### src/rtl/cpu_types_pkg.sv
// Shared CPU datapath types: word/register widths, writeback/destination selects,
// memory-access FSM states and the pipeline latch payloads of the MEM/WB end.
package cpu_types_pkg;

  localparam int unsigned WORD_W  = 32;
  localparam int unsigned REG_W   = 5;
  localparam int unsigned JAL_REG = 31;

  typedef logic [WORD_W-1:0] word_t;
  typedef logic [REG_W-1:0]  regbits_t;

  typedef enum logic [1:0] {
    SEL_ALU  = 2'd0,
    SEL_LOAD = 2'd1,
    SEL_LUI  = 2'd2,
    SEL_NPC  = 2'd3
  } regsel_t;

  typedef enum logic [1:0] {
    DST_RT  = 2'd0,
    DST_RD  = 2'd1,
    DST_JAL = 2'd2
  } regdst_t;

  typedef enum logic {
    IDLE = 1'b0,
    DONE = 1'b1
  } mem_state_t;

  typedef struct packed {
    logic     valid;
    word_t    aluout;
    word_t    stdat;
    word_t    lui;
    word_t    npc;
    regbits_t wsel;
    regsel_t  regsel;
    logic     regwr;
    logic     dren;
    logic     dwen;
    logic     halt;
  } exmem_t;

  typedef struct packed {
    logic     valid;
    logic     regwr;
    regbits_t wsel;
    regsel_t  regsel;
    word_t    aluout;
    word_t    lui;
    word_t    npc;
    word_t    load;
  } memwb_t;

  // Destination encoding 3 aliases rt, matching the decoder's unused slot.
  function automatic regbits_t resolve_dst(input logic [1:0] dst,
                                           input regbits_t rt,
                                           input regbits_t rd);
    case (dst)
      2'(DST_RD):  return rd;
      2'(DST_JAL): return REG_W'(JAL_REG);
      default:     return rt;
    endcase
  endfunction

endpackage

### src/rtl/mem_wb_if.sv
// Bundle of the hazard-unit and data-cache signals seen by the MEM/WB stage.
interface mem_wb_if;
  import cpu_types_pkg::*;

  logic  mem_en;
  logic  mem_flush;
  logic  mem_stall;
  logic  dhit;
  word_t dmemload;
  logic  dmemREN;
  logic  dmemWEN;
  word_t dmemaddr;
  word_t dmemstore;

  modport stage  (input  mem_en, mem_flush, dhit, dmemload,
                  output mem_stall, dmemREN, dmemWEN, dmemaddr, dmemstore);
  modport hazard (output mem_en, mem_flush, input mem_stall);
  modport cache  (output dhit, dmemload,
                  input  dmemREN, dmemWEN, dmemaddr, dmemstore);
endinterface

### src/rtl/wb_mux.sv
// Writeback select: picks the result by regSel and suppresses writes to r0.
module wb_mux
  import cpu_types_pkg::*;
(
  input  logic     i_valid,
  input  logic     i_regwr,
  input  regbits_t i_wsel,
  input  regsel_t  i_regsel,
  input  word_t    i_aluout,
  input  word_t    i_load,
  input  word_t    i_lui,
  input  word_t    i_npc,
  output logic     o_wen,
  output regbits_t o_wsel,
  output word_t    o_wdat
);

  always_comb begin
    o_wdat = i_aluout;
    case (i_regsel)
      SEL_LOAD: o_wdat = i_load;
      SEL_LUI:  o_wdat = i_lui;
      SEL_NPC:  o_wdat = i_npc;
      default:  o_wdat = i_aluout;
    endcase
  end

  assign o_wen  = i_valid & i_regwr & (i_wsel != '0);
  assign o_wsel = i_wsel;

endmodule

### src/rtl/mem_wb_stage.sv
// MEM/WB end of the 5-stage pipeline: EX/MEM and MEM/WB latches, data-cache
// handshake and register-file write port. Define MEM_WB_FWD_EN for forwarding outputs.
module mem_wb_stage
  import cpu_types_pkg::*;
(
  input  logic     CLK,
  input  logic     nRST,
  input  logic     mem_en,
  input  logic     mem_flush,
  input  logic     ex_valid,
  input  word_t    ex_aluout,
  input  word_t    ex_stdat,
  input  word_t    ex_lui,
  input  word_t    ex_npc,
  input  regbits_t ex_rt,
  input  regbits_t ex_rd,
  input  logic [1:0] ex_regDst,
  input  logic [1:0] ex_regSel,
  input  logic     ex_regWr,
  input  logic     ex_dREN,
  input  logic     ex_dWEN,
  input  logic     ex_halt,
  input  logic     dhit,
  input  word_t    dmemload,
  output logic     dmemREN,
  output logic     dmemWEN,
  output word_t    dmemaddr,
  output word_t    dmemstore,
  output logic     mem_stall,
  output logic     WEN,
  output regbits_t wsel,
  output word_t    wdat,
  output logic     halt
`ifdef MEM_WB_FWD_EN
  ,
  output logic     fwd_mem_valid,
  output regbits_t fwd_mem_sel,
  output word_t    fwd_mem_dat,
  output logic     fwd_wb_valid,
  output regbits_t fwd_wb_sel,
  output word_t    fwd_wb_dat
`endif
);

  mem_wb_if u_bus ();

  exmem_t     r_exmem;
  memwb_t     r_memwb;
  mem_state_t r_state;
  word_t      r_hold;
  logic       r_halt;

  exmem_t     w_exmem_next;
  logic       w_req;
  logic       w_load_en;
  word_t      w_load_data;

  assign u_bus.mem_en    = mem_en;
  assign u_bus.mem_flush = mem_flush;
  assign u_bus.dhit      = dhit;
  assign u_bus.dmemload  = dmemload;

  // Requests drop once the access has completed and the pipeline is still held.
  assign u_bus.dmemWEN   = r_exmem.valid & r_exmem.dwen & (r_state != DONE);
  assign u_bus.dmemREN   = r_exmem.valid & r_exmem.dren & ~r_exmem.dwen & (r_state != DONE);
  assign u_bus.dmemaddr  = r_exmem.aluout;
  assign u_bus.dmemstore = r_exmem.stdat;
  assign w_req           = u_bus.dmemREN | u_bus.dmemWEN;
  assign u_bus.mem_stall = w_req & ~u_bus.dhit;

  // An enable arriving during a stall is ignored so the access always completes.
  assign w_load_en   = u_bus.mem_en & ~u_bus.mem_stall;
  assign w_load_data = (w_req & u_bus.dhit) ? u_bus.dmemload : r_hold;

  assign dmemREN   = u_bus.dmemREN;
  assign dmemWEN   = u_bus.dmemWEN;
  assign dmemaddr  = u_bus.dmemaddr;
  assign dmemstore = u_bus.dmemstore;
  assign mem_stall = u_bus.mem_stall;
  assign halt      = r_halt;

  always_comb begin
    w_exmem_next        = '0;
    w_exmem_next.valid  = ex_valid;
    w_exmem_next.aluout = ex_aluout;
    w_exmem_next.stdat  = ex_stdat;
    w_exmem_next.lui    = ex_lui;
    w_exmem_next.npc    = ex_npc;
    w_exmem_next.wsel   = resolve_dst(ex_regDst, ex_rt, ex_rd);
    w_exmem_next.regsel = regsel_t'(ex_regSel);
    w_exmem_next.regwr  = ex_regWr;
    w_exmem_next.dren   = ex_dREN;
    w_exmem_next.dwen   = ex_dWEN;
    w_exmem_next.halt   = ex_halt;
  end

  always_ff @(posedge CLK or negedge nRST) begin
    if (!nRST) begin
      r_exmem <= '0;
    end else if (w_load_en) begin
      if (u_bus.mem_flush) r_exmem <= '0;
      else                 r_exmem <= w_exmem_next;
    end
  end

  // Access FSM: DONE remembers a completed access while the pipeline is held.
  always_ff @(posedge CLK or negedge nRST) begin
    if (!nRST) begin
      r_state <= IDLE;
      r_hold  <= '0;
    end else begin
      case (r_state)
        IDLE: begin
          if (w_req & u_bus.dhit) begin
            r_hold <= u_bus.dmemload;
            if (!u_bus.mem_en) r_state <= DONE;
          end
        end
        DONE: begin
          if (u_bus.mem_en) r_state <= IDLE;
        end
        default: r_state <= IDLE;
      endcase
    end
  end

  always_ff @(posedge CLK or negedge nRST) begin
    if (!nRST) begin
      r_memwb <= '0;
      r_halt  <= 1'b0;
    end else if (w_load_en) begin
      r_memwb.valid  <= r_exmem.valid;
      r_memwb.regwr  <= r_exmem.regwr;
      r_memwb.wsel   <= r_exmem.wsel;
      r_memwb.regsel <= r_exmem.regsel;
      r_memwb.aluout <= r_exmem.aluout;
      r_memwb.lui    <= r_exmem.lui;
      r_memwb.npc    <= r_exmem.npc;
      r_memwb.load   <= w_load_data;
      if (r_exmem.valid & r_exmem.halt) r_halt <= 1'b1;
    end
  end

  wb_mux u_wb (
    .i_valid  (r_memwb.valid),
    .i_regwr  (r_memwb.regwr),
    .i_wsel   (r_memwb.wsel),
    .i_regsel (r_memwb.regsel),
    .i_aluout (r_memwb.aluout),
    .i_load   (r_memwb.load),
    .i_lui    (r_memwb.lui),
    .i_npc    (r_memwb.npc),
    .o_wen    (WEN),
    .o_wsel   (wsel),
    .o_wdat   (wdat)
  );

`ifdef MEM_WB_FWD_EN
  // Loads are not forwardable from EX/MEM; their data is not back yet.
  wb_mux u_fwd (
    .i_valid  (r_exmem.valid & ~r_exmem.dren),
    .i_regwr  (r_exmem.regwr),
    .i_wsel   (r_exmem.wsel),
    .i_regsel (r_exmem.regsel),
    .i_aluout (r_exmem.aluout),
    .i_load   ('0),
    .i_lui    (r_exmem.lui),
    .i_npc    (r_exmem.npc),
    .o_wen    (fwd_mem_valid),
    .o_wsel   (fwd_mem_sel),
    .o_wdat   (fwd_mem_dat)
  );

  assign fwd_wb_valid = WEN;
  assign fwd_wb_sel   = wsel;
  assign fwd_wb_dat   = wdat;
`endif

endmodule
### config.mk
export PLATFORM = sky130hd
export DESIGN_NAME = mem_wb_stage
export DESIGN_NICKNAME = d
export VERILOG_FILES = /design/src/rtl/cpu_types_pkg.sv /design/src/rtl/mem_wb_if.sv /design/src/rtl/wb_mux.sv /design/src/rtl/mem_wb_stage.sv
export SDC_FILE = /design/constraint.sdc
export NUM_CORES = 1
export LEC_CHECK = 0
export CORE_ASPECT_RATIO = 1.4
export CORE_MARGIN = 8
export CORE_UTILIZATION = 46
export DETAILED_ROUTE_END_ITERATION = 10
export PLACE_DENSITY = 0.78
export SLEW_MARGIN = 20
export SYNTH_ARGS = -nofsm -noshare
export SYNTH_HDL_FRONTEND = slang
export SYNTH_HIERARCHICAL = 1
export SYNTH_SLANG_ARGS = --single-unit
### constraint.sdc
create_clock -name CLK -period 1.65 [get_ports CLK]
set_input_delay 0.2475 -clock CLK [delete_from_list [all_inputs] [get_ports CLK]]
set_output_delay 0.2475 -clock CLK [all_outputs]
set_load 0.01 [all_outputs]
==> results.sh <==
export IMPL_finalMaxSlewViolations=0
export IMPL_path_clk_slew_ps=70
export IMPL_cts_buffers=31
export IMPL_synth_cell_area_um2=14700
export IMPL_cts_sinks=311
export IMPL_die_area_um2=38100
export IMPL_cp_required_ps=1400
export IMPL_num_rows=77
export IMPL_crit_path_start="r_memwb[128]"
export IMPL_syn_area_per_cell_um2=12.9
export IMPL_io_pins=290
export IMPL_drc_errors=0
export IMPL_coreArea_um2=31600
export IMPL_worst_pin_slew_ps=477
export IMPL_synth_seq_area_share_pct=52.8
export IMPL_netlist_area_leader_share_pct=52.8
export IMPL_synth_top_family_by_area="multiplexers"
export IMPL_synthMuxAreaShare_pct=15.3
export IMPL_synth_xor_area_share_pct=0
export IMPL_cts_root_buf="clkbuf_16"
export IMPL_critical_path_class="register to output pin"
export IMPL_ff2ff_path_depth=9
export IMPL_wl_per_cell_um=29.5
export IMPL_reg2reg_slack_ps=-330
export IMPL_place_gp_congestion=0.795
export IMPL_drive_above_1_share_pct=39.3
export IMPL_ir_worst_vdd_v=0.000804
export IMPL_port_buffers=289
export IMPL_reg2reg_from="r_state"
export IMPL_seqCellArea_um2=7790
export IMPL_r2r_end="r_memwb[85]"
export IMPL_ys_ff_latch=311
export IMPL_end_kind="output pin"
export IMPL_outcome="finished with violations"
export IMPL_period_share_pct=134
export IMPL_violations="negative setup slack"
export IMPL_clockBufferDepth=3
export IMPL_grt_max_degree=88
export IMPL_slew_headroom_pct=68.2
export IMPL_hp_class="input port to async pin"
export IMPL_skew_ps=33.0
export IMPL_cpMaxStageDelayCell="mux4_2"
export IMPL_area_growth_pct=54.9
export IMPL_max_cap_violations=0
export IMPL_power_leakage_nw=9.96
export IMPL_cts_tree="yes"
export IMPL_synth_compound_area_share_pct=13.4
export IMPL_drtIter0Drc=943
export IMPL_setup_slack_ps=-568
export IMPL_final_cell_mix="dfrtp_1 (308), clkdlybuf4s50_1 (179), nand3b_1 (131), mux2_4 (103), o2bb2ai_2 (76)"
export IMPL_fmax_ghz=0.451
export IMPL_setup_viol=275
export IMPL_cp_cell_sequence="buf_6 > buf_16 > mux4_2 > buf_6"
export IMPL_start_util_pct=46.6
export IMPL_preCtsSetupSlack_ps=-310
export IMPL_yosys_warnings=6
export IMPL_hold_violations=0
export IMPL_grt_pass1_vias=12213
export IMPL_postLayoutCoreUtil_pct=72.2
export IMPL_grt_usage_pct=24.7
export IMPL_final_common_cell="dfrtp_1"
export IMPL_dr_pass1_iters=7
export IMPL_via_count=11957
export IMPL_crit_arrival_ps=1970
export IMPL_syn_num_nets=1327
export IMPL_ant_nets=0
export IMPL_rsz0062_at_grt="yes"
export IMPL_path_buf_inv=3
export IMPL_synthAdderAreaFrac_pct=0.170
export IMPL_synth_top_area_cell="dfrtp_1"
export IMPL_clock_latency_ps=590
export IMPL_totalWireLength_mm=56.1
export IMPL_antenna_found_initial=9
export IMPL_post_dp_hpwl_mm=27.8
export IMPL_cp_max_fo=5
export IMPL_n_fill_cell=1902
export IMPL_cpLargestDelayFamily="multiplexers"
export IMPL_cellPowerDensity_nw_per_um2=1110
export IMPL_multi_input_area_um2=6990
export IMPL_period_minus_slack_ps=2220
export IMPL_ys_types=36
export IMPL_grt_pass1_wl_mm=74.9
export IMPL_htreeDepth=1
export IMPL_crit_top_cell="buf_6"
export IMPL_startpoint_type="register"
export IMPL_cpPeakStageDelay_ps=530
export IMPL_synthCells=1141
export IMPL_fp_dieH_um=228
export IMPL_routed_via_density=6.28
export IMPL_fin_nets=1661
export IMPL_die_x_um=167
export IMPL_synth_area_top_cells="dfrtp_1 (53%), mux2_2 (10%), o2bb2ai_1 (7.9%)"
export IMPL_gr_total_overflow=0
export IMPL_synth_simple_area_share_pct=9.72
==> registers in the layout, indices dropped and copies added, names as in the netlist <==
name and flops:
r_hold 32, dmemstore 32, halt 1, r_exmem 76, r_state 1, r_memwb 137, dmemaddr 32
==> kinds of logic after synthesis <==
| group | count (synthesis) |
|---|---|
| adder cells (fa/ha/maj) | 2 |
| AO/OA/AOI/OAI | 221 |
| buffers and inverters | 229 |
| AND/OR/NAND/NOR | 210 |
| flip-flops | 311 |
| multiplexers | 168 |
==> synth_stat cells (all sizes together) <==
cell	n
a211o	5
a21oi	7
a22o	1
a311o	32
a32o	6
a41o	1
and2	1
buf	127
clkbuf	60
dfrtp	311
ha	2
inv	42
mux2	136
mux4	32
nand2	1
nand2b	4
nand3	33
nand3b	131
nor2	1
nor2b	3
nor3b	1
nor4	32
o21ai	1
o2bb2ai	133
o311a	1
o31ai	2
o32ai	32
or2	1
or3	2
==> per-stage QoR <==
step                total power, mW  hold WS, ps  area [µm²]  TNS (ps)  std cells
global placement               14.9          181       17900    -29490       1711
finish                         25.2          161       22800    -48140       1905
global route                   26.1          188       22800    -61870       1903
detailed placement             15.1          183       17900    -34880       1711
floorplan                      12.8        -48.1       14800     -7370       1141
CTS                            24.0          166       21200    -64950       1855
==> power breakdown <==
group	switching, mW	total, mW	internal, mW
clock network	3.22	8.00	4.77
registers	1.07	10.1	9.00
logic	3.01	7.18	4.16
==> per-layer routing <==
layer	vias to the layer above	global-route usage [%]	wire [µm]
met2	610	42.5	28100
li1	4956	-	-
met1	6208	29.9	20900
met5	-	0	0
met4	0	9.68	3200
met3	183	5.32	3990
==> worst max path at each step <==
stage	endpoint	slack, ps	cells after the start
floorplan	r_hold[10]	-40	4
global placement	wdat[25]	-280	3
detailed placement	wdat[25]	-310	3
CTS	wdat[16]	-610	5
global route	wdat[8]	-600	4
finish	wdat[22]	-570	4
==> area by class of cell <==
cell class / instances / area share (%)
inverter: 42 / 0.702
multi-input combinational: 601 / 30.6
sequential: 311 / 34.1
antenna: 10 / 0.110
clock buffer: 36 / 3.70
clock inverter: 22 / 1.34
tap: 395 / 2.17
timing repair buffer: 488 / 27.2
==> repair_timing <==
action	in CTS	in global routing
gates cloned	31	43
setup buffers	55	29
endpoints found under the setup margin	334	337
pin swaps	3	7
hold endpoints to repair	236	0
gates resized for setup	461	204
hold buffers	2	0
No activity file was read; power rests on OpenSTA's default activity.
